File: config.mk
export PLATFORM = sky130hd
export DESIGN_NAME = pipelined_unary_reduce
export DESIGN_NICKNAME = d
export VERILOG_FILES = /design/src/rtl/unary_reduce_pkg.sv /design/src/rtl/unary_reduce_stage.sv /design/src/rtl/pipelined_unary_reduce.sv
export SDC_FILE = /design/constraint.sdc
export NUM_CORES = 1
export LEC_CHECK = 0
export CORE_MARGIN = 1.5
export CORE_UTILIZATION = 57
export CTS_BUF_LIST = sky130_fd_sc_hd__clkbuf_2 sky130_fd_sc_hd__clkbuf_4 sky130_fd_sc_hd__clkbuf_8
export DETAILED_ROUTE_END_ITERATION = 10
export PLACE_DENSITY_LB_ADDON = 0.25
export SYNTH_ARGS = -nofsm -noshare
export SYNTH_HDL_FRONTEND = slang
export SYNTH_SLANG_ARGS = --single-unit
File: constraint.sdc
create_clock -name clk -period 5.3 [get_ports clk]
set_input_delay 1.325 -clock clk [delete_from_list [all_inputs] [get_ports clk]]
set_output_delay 1.325 -clock clk [all_outputs]
set_load 0.05 [all_outputs]
File: src/rtl/unary_reduce_pkg.sv
`default_nettype none
// ============================================================================
// Module      : unary_reduce_pkg
// Description : Operator encoding and elaboration helpers for the pipelined
//               unary reduction.
// Revision    : 1.0 - initial release
// ============================================================================
package unary_reduce_pkg;

    typedef enum logic [2:0] {
        OP_AND  = 3'd0,
        OP_OR   = 3'd1,
        OP_XOR  = 3'd2,
        OP_NAND = 3'd3,
        OP_NOR  = 3'd4,
        OP_XNOR = 3'd5,
        OP_RSV6 = 3'd6,
        OP_RSV7 = 3'd7
    } op_e;

    localparam int MAX_STAGES = 32;

    // Width of the vector entering stage k (k = number of stages gives 1).
    function automatic int stage_width(int n, int g, int k);
        int w;
        w = n;
        for (int i = 0; i < MAX_STAGES; i++) begin
            if (i < k) w = (w + g - 1) / g;
        end
        return w;
    endfunction

    function automatic int num_stages(int n, int g);
        int w;
        int s;
        w = n;
        s = 0;
        for (int i = 0; i < MAX_STAGES; i++) begin
            if (w > 1) begin
                w = (w + g - 1) / g;
                s++;
            end
        end
        return (s < 1) ? 1 : s;
    endfunction

    // Bit offset of level k inside the flat inter-stage bus.
    function automatic int bus_offset(int n, int g, int k);
        int off;
        off = 0;
        for (int i = 0; i < MAX_STAGES; i++) begin
            if (i < k) off += stage_width(n, g, i);
        end
        return off;
    endfunction

    function automatic logic identity(op_e op);
        return (op == OP_AND) || (op == OP_NAND);
    endfunction

    function automatic logic is_reserved(op_e op);
        return (op == OP_RSV6) || (op == OP_RSV7);
    endfunction

    function automatic logic is_inverted(op_e op);
        return (op == OP_NAND) || (op == OP_NOR) || (op == OP_XNOR);
    endfunction

    function automatic logic combine(op_e op, logic acc, logic b);
        logic r;
        case (op)
            OP_AND, OP_NAND: r = acc & b;
            OP_OR, OP_NOR:   r = acc | b;
            default:         r = acc ^ b;
        endcase
        return r;
    endfunction

endpackage
`default_nettype wire

File: src/rtl/unary_reduce_stage.sv
`default_nettype none
// ============================================================================
// Module      : unary_reduce_stage
// Description : One pipeline stage: reduces each G-bit group with the base
//               operator and registers the result with its valid/op.
// Revision    : 1.0 - initial release
// ============================================================================
module unary_reduce_stage
    import unary_reduce_pkg::*;
#(
    parameter int IN_W = 8,
    parameter int G    = 4,
    localparam int OUT_W = (IN_W + G - 1) / G
) (
    input  logic              clk,
    input  logic              rst,
    input  logic              advance,
    input  logic              in_valid,
    input  op_e               in_op,
    input  logic [IN_W-1:0]   in_data,
    output logic              out_valid,
    output op_e               out_op,
    output logic [OUT_W-1:0]  out_data
);

    localparam int PAD_W = OUT_W * G;

    logic [PAD_W-1:0] padded;
    logic [OUT_W-1:0] reduced;
    logic             ident;

    // The partial last group is filled with the operator identity.
    always_comb begin
        ident              = identity(in_op);
        padded             = {PAD_W{ident}};
        padded[IN_W-1:0]   = in_data;
        reduced            = '0;
        for (int j = 0; j < OUT_W; j++) begin
            reduced[j] = ident;
            for (int i = 0; i < G; i++) begin
                reduced[j] = combine(in_op, reduced[j], padded[j*G + i]);
            end
        end
    end

    always_ff @(posedge clk) begin
        if (rst) begin
            out_valid <= 1'b0;
        end else if (advance) begin
            out_valid <= in_valid;
        end
    end

    always_ff @(posedge clk) begin
        if (advance) begin
            out_op   <= in_op;
            out_data <= reduced;
        end
    end

endmodule
`default_nettype wire

File: src/rtl/pipelined_unary_reduce.sv
`default_nettype none
// ============================================================================
// Module      : pipelined_unary_reduce
// Description : Valid/ready pipelined unary reduction (AND/OR/XOR and their
//               inversions) over an N-bit operand, G bits per stage.
// Revision    : 1.0 - initial release
// ============================================================================
module pipelined_unary_reduce
    import unary_reduce_pkg::*;
#(
    parameter int N = 8,
    parameter int G = 4
) (
    input  logic         clk,
    input  logic         rst,
    input  logic         in_valid,
    output logic         in_ready,
    input  logic [N-1:0] a,
    input  logic [2:0]   op,
    output logic         out_valid,
    input  logic         out_ready,
    output logic         c,
    output logic         err
);

    localparam int L       = num_stages(N, G);
    localparam int BUS_W   = bus_offset(N, G, L + 1);
    localparam int RES_OFF = bus_offset(N, G, L);

    logic [BUS_W-1:0] data_bus;
    logic [L:0]       valid_bus;
    op_e              op_bus [0:L];
    logic             stall;
    logic             advance;
    op_e              last_op;

    // The whole pipeline moves or holds together.
    assign stall    = valid_bus[L] && !out_ready;
    assign advance  = !stall;
    assign in_ready = advance;

    assign data_bus[N-1:0] = a;
    assign valid_bus[0]    = in_valid;
    assign op_bus[0]       = op_e'(op);

    for (genvar k = 0; k < L; k++) begin : g_stage
        localparam int IW  = stage_width(N, G, k);
        localparam int OW  = stage_width(N, G, k + 1);
        localparam int IOF = bus_offset(N, G, k);
        localparam int OOF = bus_offset(N, G, k + 1);

        unary_reduce_stage #(
            .IN_W (IW),
            .G    (G)
        ) u_stage (
            .clk       (clk),
            .rst       (rst),
            .advance   (advance),
            .in_valid  (valid_bus[k]),
            .in_op     (op_bus[k]),
            .in_data   (data_bus[IOF +: IW]),
            .out_valid (valid_bus[k+1]),
            .out_op    (op_bus[k+1]),
            .out_data  (data_bus[OOF +: OW])
        );
    end

    // Inversion and reserved-op handling act only on the final stage output.
    assign last_op   = op_bus[L];
    assign out_valid = valid_bus[L];
    assign err       = valid_bus[L] && is_reserved(last_op);
    assign c         = valid_bus[L] && !is_reserved(last_op)
                       && (data_bus[RES_OFF] ^ is_inverted(last_op));

endmodule
`default_nettype wire

==> metrics.md, run 1 <==
| Metric | Value |
|---|---|
| Crit path capture type | register |
| CP Cell Sequence | clkdlybuf4s50_1 -> or2_1 -> a21oi_2 -> inv_1 -> ha_1 -> nor2b_1 -> o21ai_0 -> and3_1 -> ha_1 -> nor2b_1 -> o21ai_0 -> o311ai_0 -> ha_1 -> nor2_1 -> o21ai_1 -> o311ai_0 -> ha_1 -> nor2b_1 -> o21a_1 -> a221oi_1 |
| Register share of total power | between 30 and 40% |
| Io pins | 19 |
| Remaining Overflow, GRT | 0 |
| Most frequent cells in the layout | ha_1 (22), clkdlybuf4s50_1 (18), nor2_1 (16) |
| Worst path most repeated cell | ha_1 |
| Leakage | slightly above 0.0007 uW |
| Detail-routed via count per cell | between 6 and 7 |
| Syn_area_per_cell | 8.51 um^2 |
| Sinks on Clock Net | 11 |
| Kind of critical path | in -> reg |
| DP HPWL | roughly 2.2 mm |
| Leading cell type in the layout, fill and taps excluded | ha_1 |
| Ant diodes | 0 |
| Yosys warns | 0 |
| Internal power | a little over 200 uW |
| Routed WL | around 2.8 mm |
| First-pass GRT wire length | between 5 and 6 mm |
| Clk buf depth | 2 |
| FP Rows | 17 |
| Critical Path Max Stage Delay | ~490 ps |
| Post-route DRC | 0 |
| Synthesis-stage register bit count | 11 |
| Root buf cell | clkbuf_4 |
| Share of cells above drive strength 1 | under 10% |
| Clock Skew | 2.05 ps |
| Comb pwr share | a little under half |
| Power per Cell Area | 200 nW/um^2 |
| RePlAce Congestion | 0.826 |
| Sequential share of the synthesized area | between 20% and 30% |
| Vias in the first global route | ~1200 |
| DRT iter0 DRCs | 21 |
| Maximum VDD drop | approximately 140 uV |
| Core area | between 2000 and 2500 um^2 |
| Crit path DAT | ~5100 ps |
| CTS Hold Buffers Added | 0 |
| Worst slew pin tran | between 400 and 500 ps |
| Clock Latency Late Sink | approximately 270 ps |
| Area of the mapped netlist | approximately 1400 um^2 |
| Htree depth | 1 |
| Asr flop ratio synth | 0% |
| Post-route setup TNS | 0 ps |
| Final setup vio count | 0 |
| Post-synth net total | approximately 200 |
| Share of the synthesized area in the top cell type | between 10% and 20% |
| Post-route ant nets | 0 |
| Nets | 221 |
| Post_cts resized | 0 |
| Initial antenna violation count | 0 |
| Post-DR wirelength/cell | 13.4 um |
| Die X | around 52 um |
| RSZ-0062 raised after global routing | no |
| Starting Density | around three fifths |
| Synthesized instance count | roughly 160 |
| CP required | ~5400 ps |
| Clock share of power | a little under a fifth |
| Most used DFF post-synth | edfxtp_1 |
| Post-CTS setup buffers | 0 |
| Final core occ | 71.7% |
| NetSw | between 100 and 150 uW |
| CTS Buf Count | 3 |
| DP Worst Slack | -41.5 ps |
| Relative slew slack | 66.9% |
| Top cells by area, synth | ha_1 (20%), edfxtp_1 (19%), nor2b_1 (5.4%) |
| Drt pass-1 iters | 4 |
| Yosys cell types | 38 |
| Status | completed |
| Final period util | a little over nine tenths |
| Synth area leader | ha_1 |
| Area Overhead vs Synth | 15.8% |
| DIE AREA | 2760 um^2 |
| Worst Path Max Fanout | 4 |
| Min cycle time layout | roughly 5000 ps |
| Total of max-cap violations | 0 |
| Chip Height | around 52 um |
| Number of synthesized flops with an enable pin | 9 |
| Startpoint Class | primary input |
| Via count | roughly 1300 |
| Worst path top cell family by delay | compound AO/OA/AOI/OAI gates |
| Final Max Slew Viols | 0 |
| Gr usage total | approximately 25% |
| Setup slack after layout | between 300 and 400 ps |
| TritonCTS clock tree | done |
| Fmax | about 200 MHz |
| Switching Share | 35.9% |
| Largest net degree at the start of global routing | 25 |
| Worst path slowest cell | clkdlybuf4s50_1 |
| Hold Violations, Final | 0 |
| Port Buffer Count | 18 |
| HP Class | reg -> reg |
| Reg clk slew, reported paths | around 70 ps |
| Buf+Inv Stages, Crit Path | 2 |
==> final timing paths <==
kind,startpoint,slack [ps],end,depth (start not counted)
worst max register to register,g_stage[0].u_stage.out_op[0],1880,g_stage[1].u_stage.out_data,15
worst max-delay path,op[0],320,g_stage[0].u_stage.out_data[1],20
worst min-delay path,g_stage[0].u_stage.out_valid,450,g_stage[1].u_stage.out_valid,2
worst min register to register,g_stage[0].u_stage.out_valid,450,g_stage[1].u_stage.out_valid,2
==> logic make-up after synthesis <==
group	synth area share, %
AND/OR/NAND/NOR	22.0
AO/OA/AOI/OAI	22.5
buffers and inverters	9.68
adder cells (fa/ha/maj)	19.7
flip-flops	22.2
multiplexers	3.23
XOR/XNOR	0.627
==> power by group through the flow <==
stage	clock network, uW	logic, uW	registers (uW)
after floorplan	0	112	114
after global placement	0	137	116
after detailed placement	0	148	118
after CTS	61.0	148	116
after global routing	64.1	171	117
final	59.0	149	115
==> routing by layer <==
metal,GRT usage [%],vias up,share of wire (%)
met1,28.7,596,41
met2,45.4,30,53
met3,1.14,6,3.1
met5,0,-,0
li1,-,635,-
met4,12.4,0,2.2
==> Yosys cell counts, drive strengths merged (5+ instances only) <==
cell type,n
ha,22
nor2,16
inv,15
o21ai,14
nor2b,12
buf,10
edfxtp,9
nor3b,9
nand2,7
a21oi,5
==> tightest hold or removal path, cell delays in order (launching register included) <==
cell     delay (ps)
dfxtp_1         320
inv_1            50
a21oi_1          50
==> stage by stage <==
step / power, uW / hold slack, ps / instances / area, um^2
4_1_cts: 325 / 455 / 211 / 1610
3_3_place_gp: 253 / 428 / 207 / 1590
3_5_place_dp: 265 / 440 / 207 / 1590
6_report: 323 / 454 / 211 / 1620
2_1_floorplan: 225 / 419 / 164 / 1400
5_1_grt: 353 / 496 / 211 / 1620
==> state kept, by name (all words and copies together), names as in the netlist <==
name	flops
g_stage.u_stage.out_data	3
g_stage.u_stage.out_op	6
g_stage.u_stage.out_valid	2
==> final cells by class <==
type	instances	area, um^2
Clock buffer	3	22.5
Clock inverter	1	5.00
Fill cell	175	638
Inverter	15	56.3
Multi-Input combinational cell	128	955
Sequential cell	11	310
Tap cell	28	35.0
Timing Repair Buffer	25	233
Note: power is estimated with default switching activity, not from simulation.
==> inputs of run 2 (changes only) <==
Settings changed: CTS_CLUSTER_SIZE set to 28.
==> results of run 2 <==
Same layout as run 1: the final DEF is identical, and so are final timing and power.
==> inputs of run 3 (changes only) <==
Settings changed: CAP_MARGIN set to 20, CORE_MARGIN 1.5 to 1.
==> run 3 against run 2 <==
  * Die area shrank 3.8%
  * Register-to-register slack lost 70 ps
  * Highest routed layer unchanged
  * Sequential share of layout area about the same
  * Critical path depth unchanged
  * Cell area decreased by 0.23%
  * First-iteration DRC count is 19% lower
  * Clock power is 4.4% lower
  * Non-clock buffer count stayed put
  * Flip-flop and latch count unchanged
  * Routed wire length down 3.7%
  * Largest power group unchanged
  * Final cell count is the same
  * Fmax increased by 0.46%
==> metrics.md, run 3 (synthesized netlist as in run 1, its figures left out) <==
| Metric | Value |
|---|---|
| Chip Height | 51.5 um (-1.9%) |
| Reg clk slew, reported paths | 70 ps (about the same) |
| Maximum VDD drop | 119 uV (-14%) |
| Met2 wire length | 1.56 mm (+4.0%) |
| Nets | 221 (unchanged) |
| DP HPWL | 2.21 mm (-0.34%) |
| Starting Density | 61.9% (unchanged) |
| Crit path capture type | register |
| Vias in the first global route | 1178 (-1.5%) |
| Worst Path Max Fanout | 4 (unchanged) |
| Core area | 2250 um^2 (unchanged) |
| Wire length on met1 | 1.04 mm (-11%) |
| Ant diodes | 0 (unchanged) |
| Port Buffer Count | 18 (unchanged) |
| Startpoint Class | primary input |
| CTS Buf Count | 3 (unchanged) |
| Leading cell type in the layout, fill and taps excluded | ha_1 |
| HP Class | reg -> reg |
| Total of max-cap violations | 0 (unchanged) |
| Post-CTS setup buffers | 0 (unchanged) |
| Relative slew slack | 67.3% (+0.38 points) |
| Fmax | 202 MHz (+0.46%) |
| RePlAce Congestion | 0.852 (+3.2%) |
| Power per Cell Area | 198 nW/um^2 (-0.88%) |
| Most flop-heavy register | g_stage.u_stage.out_op |
| Post-DR wirelength/cell | 12.9 um (-3.7%) |
| Clock Skew | 2.12 ps (+0.0673 ps) |
| TritonCTS clock tree | done |
| Final period util | 93.5% (-0.43 points) |
| Drt pass-1 iters | 4 (unchanged) |
| Worst slew pin tran | 489 ps (-5.73 ps) |
| Io pins | 19 (unchanged) |
| Via count | 1234 (-2.6%) |
| CP required | 5390 ps (about the same) |
| DP Cell Count | 207 (unchanged) |
| Post-route ant nets | 0 (unchanged) |
| DRT iter0 DRCs | 17 (-19%) |
| Share of cells above drive strength 1 | 7.65% (-0.55 points) |
| FP Rows | 17 (unchanged) |
| Most frequent cells in the layout | ha_1 (22), clkdlybuf4s50_1 (18), nor2_1 (16) |
| Clock Latency Late Sink | 260 ps (about the same) |
| Leakage | 0.000707 uW (about the same) |
| Root buf cell | clkbuf_4 |
| Min cycle time layout | 4960 ps (-22.9 ps) |
| Final Max Slew Viols | 0 (unchanged) |
| Area Overhead vs Synth | 15.5% |
| Gr usage total | 23.6% (-1.1 points) |
| RSZ-0062 raised after global routing | no |
| Routed WL | 2.71 mm (-3.7%) |
| Final setup vio count | 0 (unchanged) |
| Initial antenna violation count | 0 (unchanged) |
| First-pass GRT wire length | 4.73 mm (-6.9%) |
| Crit path DAT | 5050 ps (-20 ps) |
| Hold Violations, Final | 0 (unchanged) |
| Sinks on Clock Net | 11 (unchanged) |
| Remaining Overflow, GRT | 0 (unchanged) |
| Routed met3 length | 51 um (-41%) |
| Detail-routed via count per cell | 5.85 (-2.6%) |
| Post-route DRC | 0 (unchanged) |
| Max FFs per register | 6 (unchanged) |
| Die X | 51.5 um (-1.9%) |
| Clk buf depth | 2 (unchanged) |
| Kind of critical path | in -> reg |
| Status | completed |
| DIE AREA | 2650 um^2 (-3.8%) |
| Htree depth | 1 (unchanged) |
| Biggest regs | g_stage.u_stage.out_op x6, g_stage.u_stage.out_data x3, g_stage.u_stage.out_valid x2 |
| Overall Power | 320 uW (-1.1%) |
| Largest net degree at the start of global routing | 25 (unchanged) |
| Non-Filler Instances | 211 (unchanged) |
| Top sig layer | met4 |
==> run 3: changes by cell type in the layout (fill, tap and decap cells not counted) <==
cell and change:
a21oi_1 +1, a21oi_2 -1
==> run 3: report_power, final <==
| group | switching, uW | total (uW) | internal, uW |
|---|---|---|---|
| clock network | 28.5 | 56.4 | 27.9 |
| logic | 74.2 | 148 | 73.3 |
| registers | 10.2 | 116 | 106 |
| total | 113 | 320 | 207 |
==> run 3: final timing paths <==
| check | from | slack [ps] | cells after the start | to |
|---|---|---|---|---|
| setup / recovery | op[1] | 340 | 20 | g_stage[0].u_stage.out_data[1] |
| hold / removal | g_stage[0].u_stage.out_valid | 450 | 2 | g_stage[1].u_stage.out_valid |
| setup reg to reg | g_stage[0].u_stage.out_op[0] | 1810 | 15 | g_stage[1].u_stage.out_data |
| hold reg to reg | g_stage[0].u_stage.out_valid | 450 | 2 | g_stage[1].u_stage.out_valid |
==> run 3: area by class of cell <==
class	count	area (um^2)
Timing Repair Buffer	25	233
Fill cell	184	642
Clock inverter	1	5.00
Tap cell	28	35.0
Clock buffer	3	22.5
Multi-Input combinational cell	128	951
Sequential cell	11	310
Inverter	15	56.3
==> run 3: per-stage QoR <==
stage          setup TNS (ps)  hold WS (ps)  cell area, um^2  utilization [%]  setup slack [ps]
2_1_floorplan               0           419             1400                -               547
3_3_place_gp                0           428             1590             70.3               162
3_5_place_dp            -47.4           446             1590             70.3             -47.4
4_1_cts                     0           456             1610             71.5               243
5_1_grt                     0           488             1610             71.5              19.5
6_report                    0           454             1610             71.5               342
==> run 3: layer usage <==
metal / GRT usage [%] / vias up
met4: 12.6 / 0
met2: 47.6 / 22
met3: 1.46 / 6
met1: 23.4 / 576
met5: 0 / -
li1: - / 630
==> run 3: repair_timing <==
action / 4_1_cts / 5_1_grt
endpoints found under the setup margin: 0 / 1
hold buffers: 0 / 0
gates resized for setup: 0 / 3
==> run 3: worst max-delay path, cell delays in order <==
cell and delay [ps]:
clkdlybuf4s50_1 460, or2_1 240, a21oi_1 170, inv_1 90, ha_1 200, nor2b_1 110, o21ai_0 110, and3_1 170
ha_1 290, nor2_1 40, o21ai_1 180, o311ai_0 180, ha_1 340, nor2b_1 50, o21ai_1 170, o311ai_0 170
ha_1 330, nor2b_1 50, o21a_1 180, a221oi_1 190
